$ cat config.mk
export PLATFORM = sky130hd
export DESIGN_NAME = lfsr_stim_gen
export DESIGN_NICKNAME = d
export VERILOG_FILES = /design/src/rtl/lfsr_stim_gen.sv
export SDC_FILE = /design/constraint.sdc
export NUM_CORES = 1
export LEC_CHECK = 0
export CORE_ASPECT_RATIO = 1.75
export CORE_UTILIZATION = 37
export CTS_CLUSTER_DIAMETER = 120
export DETAILED_ROUTE_END_ITERATION = 8
export PLACE_DENSITY = 0.6
export SKIP_LAST_GASP = 1
export SYNTH_ARGS = -nofsm -noshare
export SYNTH_HDL_FRONTEND = slang
export SYNTH_SLANG_ARGS = --single-unit
$ cat constraint.sdc
create_clock -name clk -period 5.1 [get_ports clk]
set_clock_uncertainty 0.2 [all_clocks]
set_input_delay 1.02 -clock clk [delete_from_list [all_inputs] [get_ports clk]]
set_output_delay 1.02 -clock clk [all_outputs]
set_load 0.1 [all_outputs]
$ cat src/rtl/lfsr_stim_gen.sv
// lfsr_stim_gen: seedable Fibonacci LFSR stimulus source.
// Each run delivers NUM_PATTERNS words over a valid/ready handshake.
// The LFSR keeps running across runs unless it is reseeded, and a zero
// seed is always replaced by 1 so the register can never lock up.
module lfsr_stim_gen #(
    parameter int                 WIDTH        = 8,
    parameter logic [WIDTH-1:0]   TAPS         = WIDTH'(8'hB8),
    parameter logic [WIDTH-1:0]   SEED         = WIDTH'(8'hA5),
    parameter int                 NUM_PATTERNS = 10,
    parameter int                 CNT_W        = 16
) (
    input  logic              clk,
    input  logic              rst,
    input  logic              start,
    input  logic              seed_we,
    input  logic [WIDTH-1:0]  seed_in,
    input  logic              out_ready,
    output logic              out_valid,
    output logic [WIDTH-1:0]  out_word,
    output logic              out_bit,
    output logic [CNT_W-1:0]  pat_cnt,
    output logic              busy,
    output logic              done
);

    localparam logic [1:0] ST_IDLE = 2'd0;
    localparam logic [1:0] ST_RUN  = 2'd1;
    localparam logic [1:0] ST_DONE = 2'd2;

    // Count value that, once transferred, completes the run.
    localparam logic [CNT_W-1:0] LAST_CNT =
        (NUM_PATTERNS > 0) ? CNT_W'(NUM_PATTERNS - 1) : '0;
    localparam logic [WIDTH-1:0] ONE_WORD = WIDTH'(1);

    logic [1:0]        state_reg, state_next;
    logic [WIDTH-1:0]  lfsr_reg,  lfsr_next;
    logic [CNT_W-1:0]  cnt_reg,   cnt_next;
    logic              valid_reg, valid_next;
    logic              busy_reg,  busy_next;
    logic              done_reg,  done_next;

    logic [WIDTH-1:0]  tap_terms;
    logic              feedback;
    logic [WIDTH-1:0]  lfsr_stepped;
    logic [WIDTH-1:0]  seed_fixed;
    logic              xfer;

    // Mask each LFSR bit by its tap so the feedback is one XOR reduction.
    genvar gi;
    generate
        for (gi = 0; gi < WIDTH; gi = gi + 1) begin : g_tap
            assign tap_terms[gi] = lfsr_reg[gi] & TAPS[gi];
        end
    endgenerate

    assign feedback     = ^tap_terms;
    assign lfsr_stepped = {lfsr_reg[WIDTH-2:0], feedback};

    // An all-zero seed would freeze the LFSR, so it is replaced by 1.
    assign seed_fixed   = (seed_in == '0) ? ONE_WORD : seed_in;

    // A pattern moves only while presented and accepted in the same cycle.
    assign xfer         = valid_reg & out_ready;

    // Next-state, LFSR, counter and status-flag decisions.
    always_comb begin
        state_next = state_reg;
        lfsr_next  = lfsr_reg;
        cnt_next   = cnt_reg;
        done_next  = done_reg;

        case (state_reg)
            ST_IDLE, ST_DONE: begin
                // Seeding is only allowed while no run is in progress; a
                // simultaneous start sees the new seed as its first word.
                if (seed_we) begin
                    lfsr_next = seed_fixed;
                end
                if (start) begin
                    cnt_next = '0;
                    if (NUM_PATTERNS == 0) begin
                        state_next = ST_DONE;
                        done_next  = 1'b1;
                    end else begin
                        state_next = ST_RUN;
                        done_next  = 1'b0;
                    end
                end
            end

            ST_RUN: begin
                // start and seed_we are deliberately ignored here.
                if (xfer) begin
                    lfsr_next = lfsr_stepped;
                    cnt_next  = cnt_reg + CNT_W'(1);
                    if (cnt_reg == LAST_CNT) begin
                        state_next = ST_DONE;
                        done_next  = 1'b1;
                    end
                end
            end

            default: begin
                state_next = ST_IDLE;
                done_next  = 1'b0;
            end
        endcase

        valid_next = (state_next == ST_RUN);
        busy_next  = (state_next == ST_RUN);
    end

    // State registers; reset drops any in-flight pattern immediately.
    always_ff @(posedge clk or posedge rst) begin
        if (rst) begin
            state_reg <= ST_IDLE;
            lfsr_reg  <= SEED;
            cnt_reg   <= '0;
            valid_reg <= 1'b0;
            busy_reg  <= 1'b0;
            done_reg  <= 1'b0;
        end else begin
            state_reg <= state_next;
            lfsr_reg  <= lfsr_next;
            cnt_reg   <= cnt_next;
            valid_reg <= valid_next;
            busy_reg  <= busy_next;
            done_reg  <= done_next;
        end
    end

    assign out_valid = valid_reg;
    assign out_word  = lfsr_reg;
    assign out_bit   = lfsr_reg[0];
    assign pat_cnt   = cnt_reg;
    assign busy      = busy_reg;
    assign done      = done_reg;

endmodule
==> impl_metrics.json, run 1 <==
{
  "drt_wl_total_um": 3362,
  "synth-async-reset-ratio_pct": 100.0,
  "max_cap_viol_count": 0,
  "num_cts_buffers": 3,
  "crit_cells": 1,
  "port_buf_inserts": 40,
  "hold_class": "reg -> reg",
  "period_share_pct": 62.80,
  "yosysMostFrequentCell": "sky130_fd_sc_hd__dfrtp_1",
  "grt.met3_usage_pct": 2.305,
  "rsz0062_at_grt": "false",
  "design.portCount": 41,
  "setup_viol": 0,
  "synth_top_cell_by_area": "sky130_fd_sc_hd__dfrtp_1",
  "whs_path_depth": 2,
  "timing.critical_path.cells": "clkdlybuf4s50_1",
  "vias": 1294,
  "initial_cell_density_of_the_core_pct": 38.53,
  "achievable-frequency_mhz": 312.2,
  "seq_area_frac_synth_pct": 47.84,
  "die-width_um": 49.73,
  "setup_tns_ns": 0,
  "largest_register_ffs": 16,
  "syn-cell-area_um2": 1475,
  "dpl.cell_count": 233,
  "post_drt_via_cell_ratio": 5.460,
  "first_iter_violations": 14,
  "grt_first_pass_wirelength_um": 5782,
  "design.core.area_um2": 3829,
  "syn-mean-instance-area_um2": 9.705,
  "cts.repair_timing.setup_buffer_count": 0,
  "crit_type": "reg -> out",
  "globalRouteMet2Util_pct": 31.94,
  "drtAntennaViolNets": 0,
  "critPathMaxStageDelay_ns": 1.14,
  "drt-pass1-iter-count": 2,
  "grt-busiest-layer": "met2",
  "pin_count_of_the_biggest_net_entering_global_routing": 29,
  "grt_overall_usage_pct": 17.19,
  "power_density_relative_to_cell_area_nw_per_um2": 655.8,
  "area_growth_syn_to_layout_pct": 32.40,
  "cts_hold_buffers": 0,
  "rr_worst_depth": 3,
  "leakage_nw": 0.8421,
  "nets": 205,
  "post-synth-top-area-fraction_pct": 40.71,
  "clock-sinks": 28,
  "route.detailed.wl_per_inst_um": 14.19,
  "tritoncts": "done",
  "antenna_cells": 0,
  "pre_cts_slack_ns": 1.791,
  "run_status": "finished clean",
  "synth_register_bits": 28,
  "worst_setup_hold_path_clk_slew_ns": 0.09,
  "yosys-top-cells-count": "sky130_fd_sc_hd__dfrtp_1 (24), sky130_fd_sc_hd__nand2_1 (21), sky130_fd_sc_hd__nor2_1 (12), sky130_fd_sc_hd__o21ai_0 (12)",
  "first_global_vias": 1315,
  "grt_overflow": 0,
  "timing.final.crit_period_ns": 3.203,
  "synth_flop_cell": "sky130_fd_sc_hd__dfrtp_1",
  "cells_taking_the_most_area_after_synthesis": "sky130_fd_sc_hd__dfrtp_1 (41%), sky130_fd_sc_hd__dfstp_2 (7.1%), sky130_fd_sc_hd__mux2i_1 (5.4%), sky130_fd_sc_hd__nand2_1 (5.3%), sky130_fd_sc_hd__xor2_1 (4.7%)",
  "fp.dieH_um": 85.53,
  "syn_nets": 167,
  "worstPathArrival_ns": 1.98,
  "layout-drive-gt1-share_pct": 6.349,
  "timing.critical_path.buf_inv": 1,
  "timing_hold_violations_final": 0,
  "routability_congestion_estimate_from_global_placement": 0.8738,
  "drc_errors": 0,
  "critPathSlowestCell": "sky130_fd_sc_hd__clkdlybuf4s50_1",
  "global_route.usage.met1_pct": 18.71,
  "maximum_level_of_the_cts_h_tree": 1,
  "start_kind": "register",
  "worstPathMaxFanout": 4,
  "critical_path_required_ns": 3.88,
  "cts.root.buffer_cell": "sky130_fd_sc_hd__clkbuf_8",
  "synth_enable_flop_cells": 0,
  "n_fill_cell": 393,
  "worst_hold_slack_ns": 0.2966,
  "worst_pin_slew_ns": 1.071,
  "slew_headroom_pct": 28.52,
  "design.die.area_um2": 4253,
  "clk_latency_ns": 0.27,
  "synth_cell_type_count": 34,
  "antenna_found_initial": 0,
  "cts_resized": 0,
  "peakVddDrop_uv": 459.7,
  "syn-instance-count": 152,
  "timing.final.ws_setup_ns": 1.897,
  "hpwl_um": 2605,
  "drv_slew": 0,
  "synth_warnings": 0,
  "clockBufferDepth": 2,
  "type_of_destination_of_the_critical_path": "output pin",
  "fin_cells": 237,
  "fp-row-count": 30,
  "critical-path-top-delay-family": "buffers and inverters"
}
==> worst paths after layout <==
| path | slack, ns | end | from |
|---|---|---|---|
| min | 0.30 | out_word[2] | out_word[2] |
| max in group asynchronous | 2.94 | pat_cnt[7] | rst |
| max reg2reg | 2.86 | out_word[3] | busy |
| min in group asynchronous | 1.11 | pat_cnt[1] | rst |
| min reg2reg | 0.30 | out_word[2] | out_word[2] |
| max | 1.90 | out_bit | out_word[0] |
==> cell families (layout without fill, tap and decap cells) <==
logic type | Yosys count | in the layout | synth area share, %
buffers and inverters | 11 | 48 | 3.816
XOR/XNOR | 10 | 10 | 5.938
multiplexers | 9 | 9 | 6.192
adder cells (fa/ha/maj) | 2 | 2 | 1.696
AND/OR/NAND/NOR | 63 | 63 | 21.80
flip-flops | 28 | 28 | 47.84
AO/OA/AOI/OAI | 29 | 29 | 12.72
==> layout by cell type (no fill, tap or decap), types with 2 or more instances in the layout <==
cell	count
sky130_fd_sc_hd__ha_1	2
sky130_fd_sc_hd__inv_1	3
sky130_fd_sc_hd__xnor2_1	2
sky130_fd_sc_hd__dfrtp_1	24
sky130_fd_sc_hd__nand4_1	7
sky130_fd_sc_hd__clkbuf_8	4
sky130_fd_sc_hd__or3_1	4
sky130_fd_sc_hd__and3_1	4
sky130_fd_sc_hd__o31ai_1	4
sky130_fd_sc_hd__or4_1	3
sky130_fd_sc_hd__nor4_1	2
sky130_fd_sc_hd__nor2_1	12
sky130_fd_sc_hd__mux2i_1	8
sky130_fd_sc_hd__o21ai_0	12
sky130_fd_sc_hd__dfstp_2	4
sky130_fd_sc_hd__o211ai_1	2
sky130_fd_sc_hd__xor2_1	8
sky130_fd_sc_hd__nand2_1	21
sky130_fd_sc_hd__clkdlybuf4s50_1	40
sky130_fd_sc_hd__a21o_1	2
sky130_fd_sc_hd__a21oi_1	6
sky130_fd_sc_hd__nor3_1	2
sky130_fd_sc_hd__nand3_1	3
==> report_power, final <==
part	total [mW]	internal, mW	switching, mW	leakage, nW
logic	0.792	0.198	0.594	0.455
clock network	0.134	0.0689	0.0647	0.0288
registers	0.356	0.289	0.0668	0.359
==> through the flow <==
step                      total power [mW]  cell area [µm²]  util [%]
after floorplan                     0.9913             1475         -
after global placement               1.145             1898     49.58
after detailed placement             1.158             1898     49.58
after CTS                            1.296             1953     51.01
after global routing                 1.349             1953     51.01
final                                1.281             1953     51.01
==> final cells by class <==
type | instances | area (µm²) | share of cell area, %
flip-flops and latches | 28 | 705.7 | 36.13
well taps | 48 | 60.06 | 3.075
multi-input cells | 113 | 713.2 | 36.52
repair buffers | 41 | 407.9 | 20.88
inverters | 3 | 11.26 | 0.5766
clock buffers | 4 | 55.05 | 2.819
==> layer usage <==
layer	vias up	share of wire, %
met5	-	0
met3	10	4.0
met1	625	39
li1	621	-
met4	0	3.8
met2	38	53
No activity file was read; power rests on OpenSTA's default activity.
==> inputs of run 2 (changes only) <==
PLACE_DENSITY = 0.63   (was 0.6)
clock period = 2.9 ns   (was 5.1 ns; I/O delays follow)
==> impl_metrics.json, run 2 (synthesis gave the netlist of run 1 again) <==
{
  "nets": 207,
  "area_growth_syn_to_layout_pct": 29.77,
  "leakage_nw": 0.9038,
  "port_buf_inserts": 40,
  "first_global_vias": 1270,
  "regToRegEndpoint": "out_word[3]",
  "period_share_pct": 80.29,
  "cts_hold_buffers": 0,
  "drt_wl_total_um": 3502,
  "setup_tns_ns": 0,
  "peakVddDrop_uv": 1003,
  "pin_count_of_the_biggest_net_entering_global_routing": 29,
  "grt_overflow": 0,
  "worst_setup_hold_path_clk_slew_ns": 0.11,
  "fp-row-count": 30,
  "route.detailed.wl_per_inst_um": 14.65,
  "crit_end": "out_word[3]",
  "design.die.area_um2": 4253,
  "worstPathMaxFanout": 16,
  "clockBufferDepth": 2,
  "grt-busiest-layer": "met2",
  "design.core.area_um2": 3829,
  "vias": 1286,
  "rr_worst_depth": 3,
  "cts_resized": 0,
  "post_drt_via_cell_ratio": 5.381,
  "critical_path_required_ns": 2.83,
  "die-width_um": 49.73,
  "n_fill_cell": 387,
  "largest_register_ffs": 16,
  "worstPathArrival_ns": 2.26,
  "setup_viol": 0,
  "startpoint": "out_ready",
  "layout.cells.most_common": "sky130_fd_sc_hd__buf_4",
  "hold_class": "reg -> reg",
  "initial_cell_density_of_the_core_pct": 38.53,
  "worst_hold_slack_ns": 0.2950,
  "fp.dieH_um": 85.53,
  "grt_overall_usage_pct": 18.11,
  "rsz0062_at_grt": "false",
  "power_density_relative_to_cell_area_nw_per_um2": 1206,
  "drt-pass1-iter-count": 4,
  "hpwl_um": 2645,
  "drc_errors": 0,
  "timing.final.crit_period_ns": 2.328,
  "worst_pin_slew_ns": 0.9704,
  "global_route.usage.met1_pct": 20.41,
  "cts.repair_timing.setup_buffer_count": 0,
  "timing_hold_violations_final": 0,
  "globalRouteMet2Util_pct": 32.80,
  "max_cap_viol_count": 0,
  "ff2ff_setup_slack_ns": 0.86,
  "clock-sinks": 28,
  "antenna_cells": 0,
  "cts.root.buffer_cell": "sky130_fd_sc_hd__clkbuf_8",
  "antenna_found_initial": 0,
  "layout-drive-gt1-share_pct": 21.99,
  "grt_first_pass_wirelength_um": 5954,
  "design.portCount": 41,
  "type_of_destination_of_the_critical_path": "register",
  "slew_headroom_pct": 35.31,
  "start_kind": "primary input",
  "achievable-frequency_mhz": 429.5,
  "drtAntennaViolNets": 0,
  "run_status": "finished clean",
  "grt.met3_usage_pct": 3.546,
  "first_iter_violations": 29,
  "maximum_level_of_the_cts_h_tree": 1,
  "tritoncts": "done",
  "crit_type": "in -> reg",
  "num_cts_buffers": 3,
  "drv_slew": 0,
  "worst_flop_to_flop_path_startpoint": "busy",
  "routability_congestion_estimate_from_global_placement": 0.8144,
  "clk_latency_ns": 0.28,
  "mostFrequentLayoutCells": "sky130_fd_sc_hd__buf_4 (31), sky130_fd_sc_hd__dfrtp_1 (24), sky130_fd_sc_hd__nand2_1 (21)"
}
-- run 2: cell types whose count changed in the layout (fill, tap and decap cells not counted), sizes merged --
cell and change:
buf +30, bufinv +1, clkbuf -1, clkdlybuf4s50 -28
-- run 2: layout make-up --
cell class	count	area, µm²	area share, %
Clock inverter	1	30.03	1.569
Clock buffer	3	41.29	2.157
Tap cell	48	60.06	3.137
Timing Repair Buffer	43	352.8	18.43
Inverter	3	11.26	0.5882
Multi-Input combinational cell	113	713.2	37.25
Sequential cell	28	705.7	36.86
-- run 2: worst max-delay path: stages --
cell	delay [ns]
sky130_fd_sc_hd__clkdlybuf4s50_1	0.44
sky130_fd_sc_hd__and4b_1	0.26
sky130_fd_sc_hd__a21oi_1	0.76
sky130_fd_sc_hd__o21ai_0	0.22
-- run 2: routing by layer --
| layer | routed length [µm] | up-vias |
|---|---|---|
| met5 | 0 | - |
| met4 | 72 | 0 |
| met3 | 193 | 8 |
| met2 | 1873 | 47 |
| met1 | 1361 | 614 |
| li1 | - | 617 |
-- run 2: how the worst min path moves through the flow --
stage | cells after the start | endpoint | startpoint
detailed placement | 2 | out_word[2] | out_word[2]
global placement | 2 | out_word[2] | out_word[2]
floorplan | 2 | state_reg[1] | state_reg[1]
CTS | 2 | out_word[2] | out_word[2]
finish | 2 | out_word[2] | out_word[2]
global route | 2 | out_word[5] | out_word[5]
-- run 2: per-stage QoR --
step | cells | instance area (µm²) | setup WS, ns | util (%) | total power [mW]
floorplan | 152 | 1475 | 0.5293 | - | 1.743
global placement | 235 | 1843 | 0.3265 | 48.14 | 1.988
detailed placement | 235 | 1843 | 0.2402 | 48.14 | 2.008
CTS | 239 | 1914 | 0.5525 | 50.00 | 2.325
global route | 239 | 1914 | 0.3834 | 50.00 | 2.425
finish | 239 | 1914 | 0.5716 | 50.00 | 2.308
-- run 2: power breakdown --
| part | internal [mW] | switching [mW] |
|---|---|---|
| registers | 0.508 | 0.120 |
| logic | 0.321 | 1.05 |
| clock network | 0.185 | 0.128 |
==> inputs of run 3 (changes only) <==
PLACE_DENSITY = 0.6   (was 0.63)
clock period = 2.35 ns   (was 2.9 ns; I/O delays follow)
==> impl_metrics.json, run 3 (synthesis gave the netlist of run 1 again) <==
{
  "run_status": "finished clean",
  "timing.critical_path.buf_inv": 2,
  "power_density_relative_to_cell_area_nw_per_um2": 1443,
  "die-width_um": 49.73,
  "design.portCount": 41,
  "global_route.usage.met1_pct": 18.67,
  "critPathSlowestCell": "sky130_fd_sc_hd__clkdlybuf4s50_1",
  "grt-busiest-layer": "met2",
  "globalRouteMet2Util_pct": 33.29,
  "hp-start": "out_word[7]",
  "grt_first_pass_wirelength_um": 5954,
  "pin_count_of_the_biggest_net_entering_global_routing": 29,
  "critical_path_required_ns": 2.34,
  "peakVddDrop_uv": 852.5,
  "drt-pass1-iter-count": 4,
  "grt_overflow": 0,
  "period_share_pct": 89.87,
  "grt_overall_usage_pct": 18.09,
  "largest_register_ffs": 16,
  "worst_pin_slew_ns": 0.5685,
  "post_drt_via_cell_ratio": 5.306,
  "worstPathArrival_ns": 2.10,
  "achievable-frequency_mhz": 473.5,
  "fp-row-count": 30,
  "regToRegEndpoint": "pat_cnt[11]",
  "layout.cells.most_common": "sky130_fd_sc_hd__buf_4",
  "stdcell_area_um2": 1978,
  "clockBufferDepth": 2,
  "antenna_found_initial": 0,
  "detailed_place.area_um2": 1929,
  "hold_class": "reg -> reg",
  "mostFrequentLayoutCells": "sky130_fd_sc_hd__buf_4 (29), sky130_fd_sc_hd__dfrtp_1 (23), sky130_fd_sc_hd__nand2_1 (21)",
  "critical-path-top-delay-family": "buffers and inverters",
  "nets": 210,
  "grt.met3_usage_pct": 3.369,
  "dpl.cell_count": 238,
  "design.die.area_um2": 4253,
  "drv_slew": 0,
  "timing_hold_violations_final": 0,
  "port_buf_inserts": 40,
  "timing.final.crit_period_ns": 2.112,
  "fin_cells": 242,
  "area_growth_syn_to_layout_pct": 34.10,
  "rsz0062_at_grt": "false",
  "cts.repair_timing.setup_buffer_count": 0,
  "worst_setup_hold_path_clk_slew_ns": 0.08,
  "first_global_vias": 1344,
  "max_cap_viol_count": 0,
  "worstPathMaxFanout": 11,
  "num_cts_buffers": 3,
  "ff2ff_setup_slack_ns": 0.44,
  "start_kind": "primary input",
  "maximum_level_of_the_cts_h_tree": 1,
  "whs_path_depth": 2,
  "cts_hold_buffers": 0,
  "worst_flop_to_flop_path_startpoint": "state_reg[1]",
  "timing.critical_path.cells": "clkdlybuf4s50_1 -> and4b_1 -> buf_4 -> o211ai_1 -> or3_1 -> a21oi_1",
  "hpwl_um": 2728,
  "first_iter_violations": 12,
  "vias": 1284,
  "crit_type": "in -> reg",
  "rr_worst_depth": 5,
  "layout-drive-gt1-share_pct": 23.71,
  "power.total_mw": 2.854,
  "antenna_cells": 0,
  "drc_errors": 0,
  "initial_cell_density_of_the_core_pct": 38.53,
  "n_fill_cell": 360,
  "holdPathEnd": "out_word[7]",
  "routability_congestion_estimate_from_global_placement": 0.8930,
  "route.detailed.wl_per_inst_um": 14.01,
  "design.core.area_um2": 3829,
  "multi_input_area_um2": 716.9,
  "type_of_destination_of_the_critical_path": "register",
  "leakage_nw": 0.9239,
  "setup_viol": 0,
  "tritoncts": "done",
  "clock-sinks": 28,
  "drt_wl_total_um": 3391,
  "clk_latency_ns": 0.27,
  "layout.area.seq_um2": 706.9,
  "slew_headroom_pct": 62.10,
  "cts.root.buffer_cell": "sky130_fd_sc_hd__clkbuf_8",
  "drtAntennaViolNets": 0,
  "critPathMaxStageDelay_ns": 0.48,
  "fp.dieH_um": 85.53
}
## run 3: area by class of cell
cell class | instances | share of cell area, %
Sequential cell | 28 | 35.74
Inverter | 3 | 0.5693
Multi-Input combinational cell | 113 | 36.24
Tap cell | 48 | 3.036
Clock buffer | 4 | 2.277
Timing Repair Buffer | 46 | 22.14
## run 3: worst max-delay path by stage
stage | startpoint | endpoint | slack (ns) | cells after the start
after floorplan | pat_cnt[7] | pat_cnt[15] | 0.005 | 4
after global placement | out_ready | out_word[6] | -0.13 | 4
after detailed placement | out_ready | out_word[6] | -0.23 | 4
after CTS | out_ready | out_word[6] | 0.09 | 4
after global routing | out_ready | pat_cnt[11] | 0.13 | 6
final | out_ready | pat_cnt[11] | 0.24 | 6
## run 3: repair_timing
item                                    in CTS  in global routing
resized for setup                            0                  1
endpoints found under the hold margin        0                  0
endpoints found under the setup margin       0                  2
## run 3: through the flow
step	hold WS (ns)	utilization (%)	setup TNS [ns]	setup WS (ns)
2_1_floorplan	0.2703	-	0	0.004995
6_report	0.3138	51.67	0	0.2379
3_3_place_gp	0.2970	50.39	-0.7765	-0.1263
3_5_place_dp	0.3075	50.39	-1.305	-0.2321
5_1_grt	0.3394	51.67	0	0.1281
4_1_cts	0.3223	51.57	0	0.09380
## run 3: tightest hold or removal path, delay by kind of cell (launching register included)
family           cells  cell delay, ns
AND/OR/NAND/NOR      1            0.05
AO/OA/AOI/OAI        1            0.06
flip-flops           1            0.40
## run 3: report_power, final
part | switching (mW) | internal [mW]
clock | 0.140 | 0.121
combinational | 1.29 | 0.510
sequential | 0.161 | 0.628
total | 1.60 | 1.26
## run 3: layer usage
| metal | wire length, µm | vias to the layer above |
|---|---|---|
| met3 | 164 | 11 |
| met2 | 1861 | 45 |
| met1 | 1219 | 602 |
| met5 | 0 | - |
| met4 | 144 | 0 |
| li1 | - | 626 |
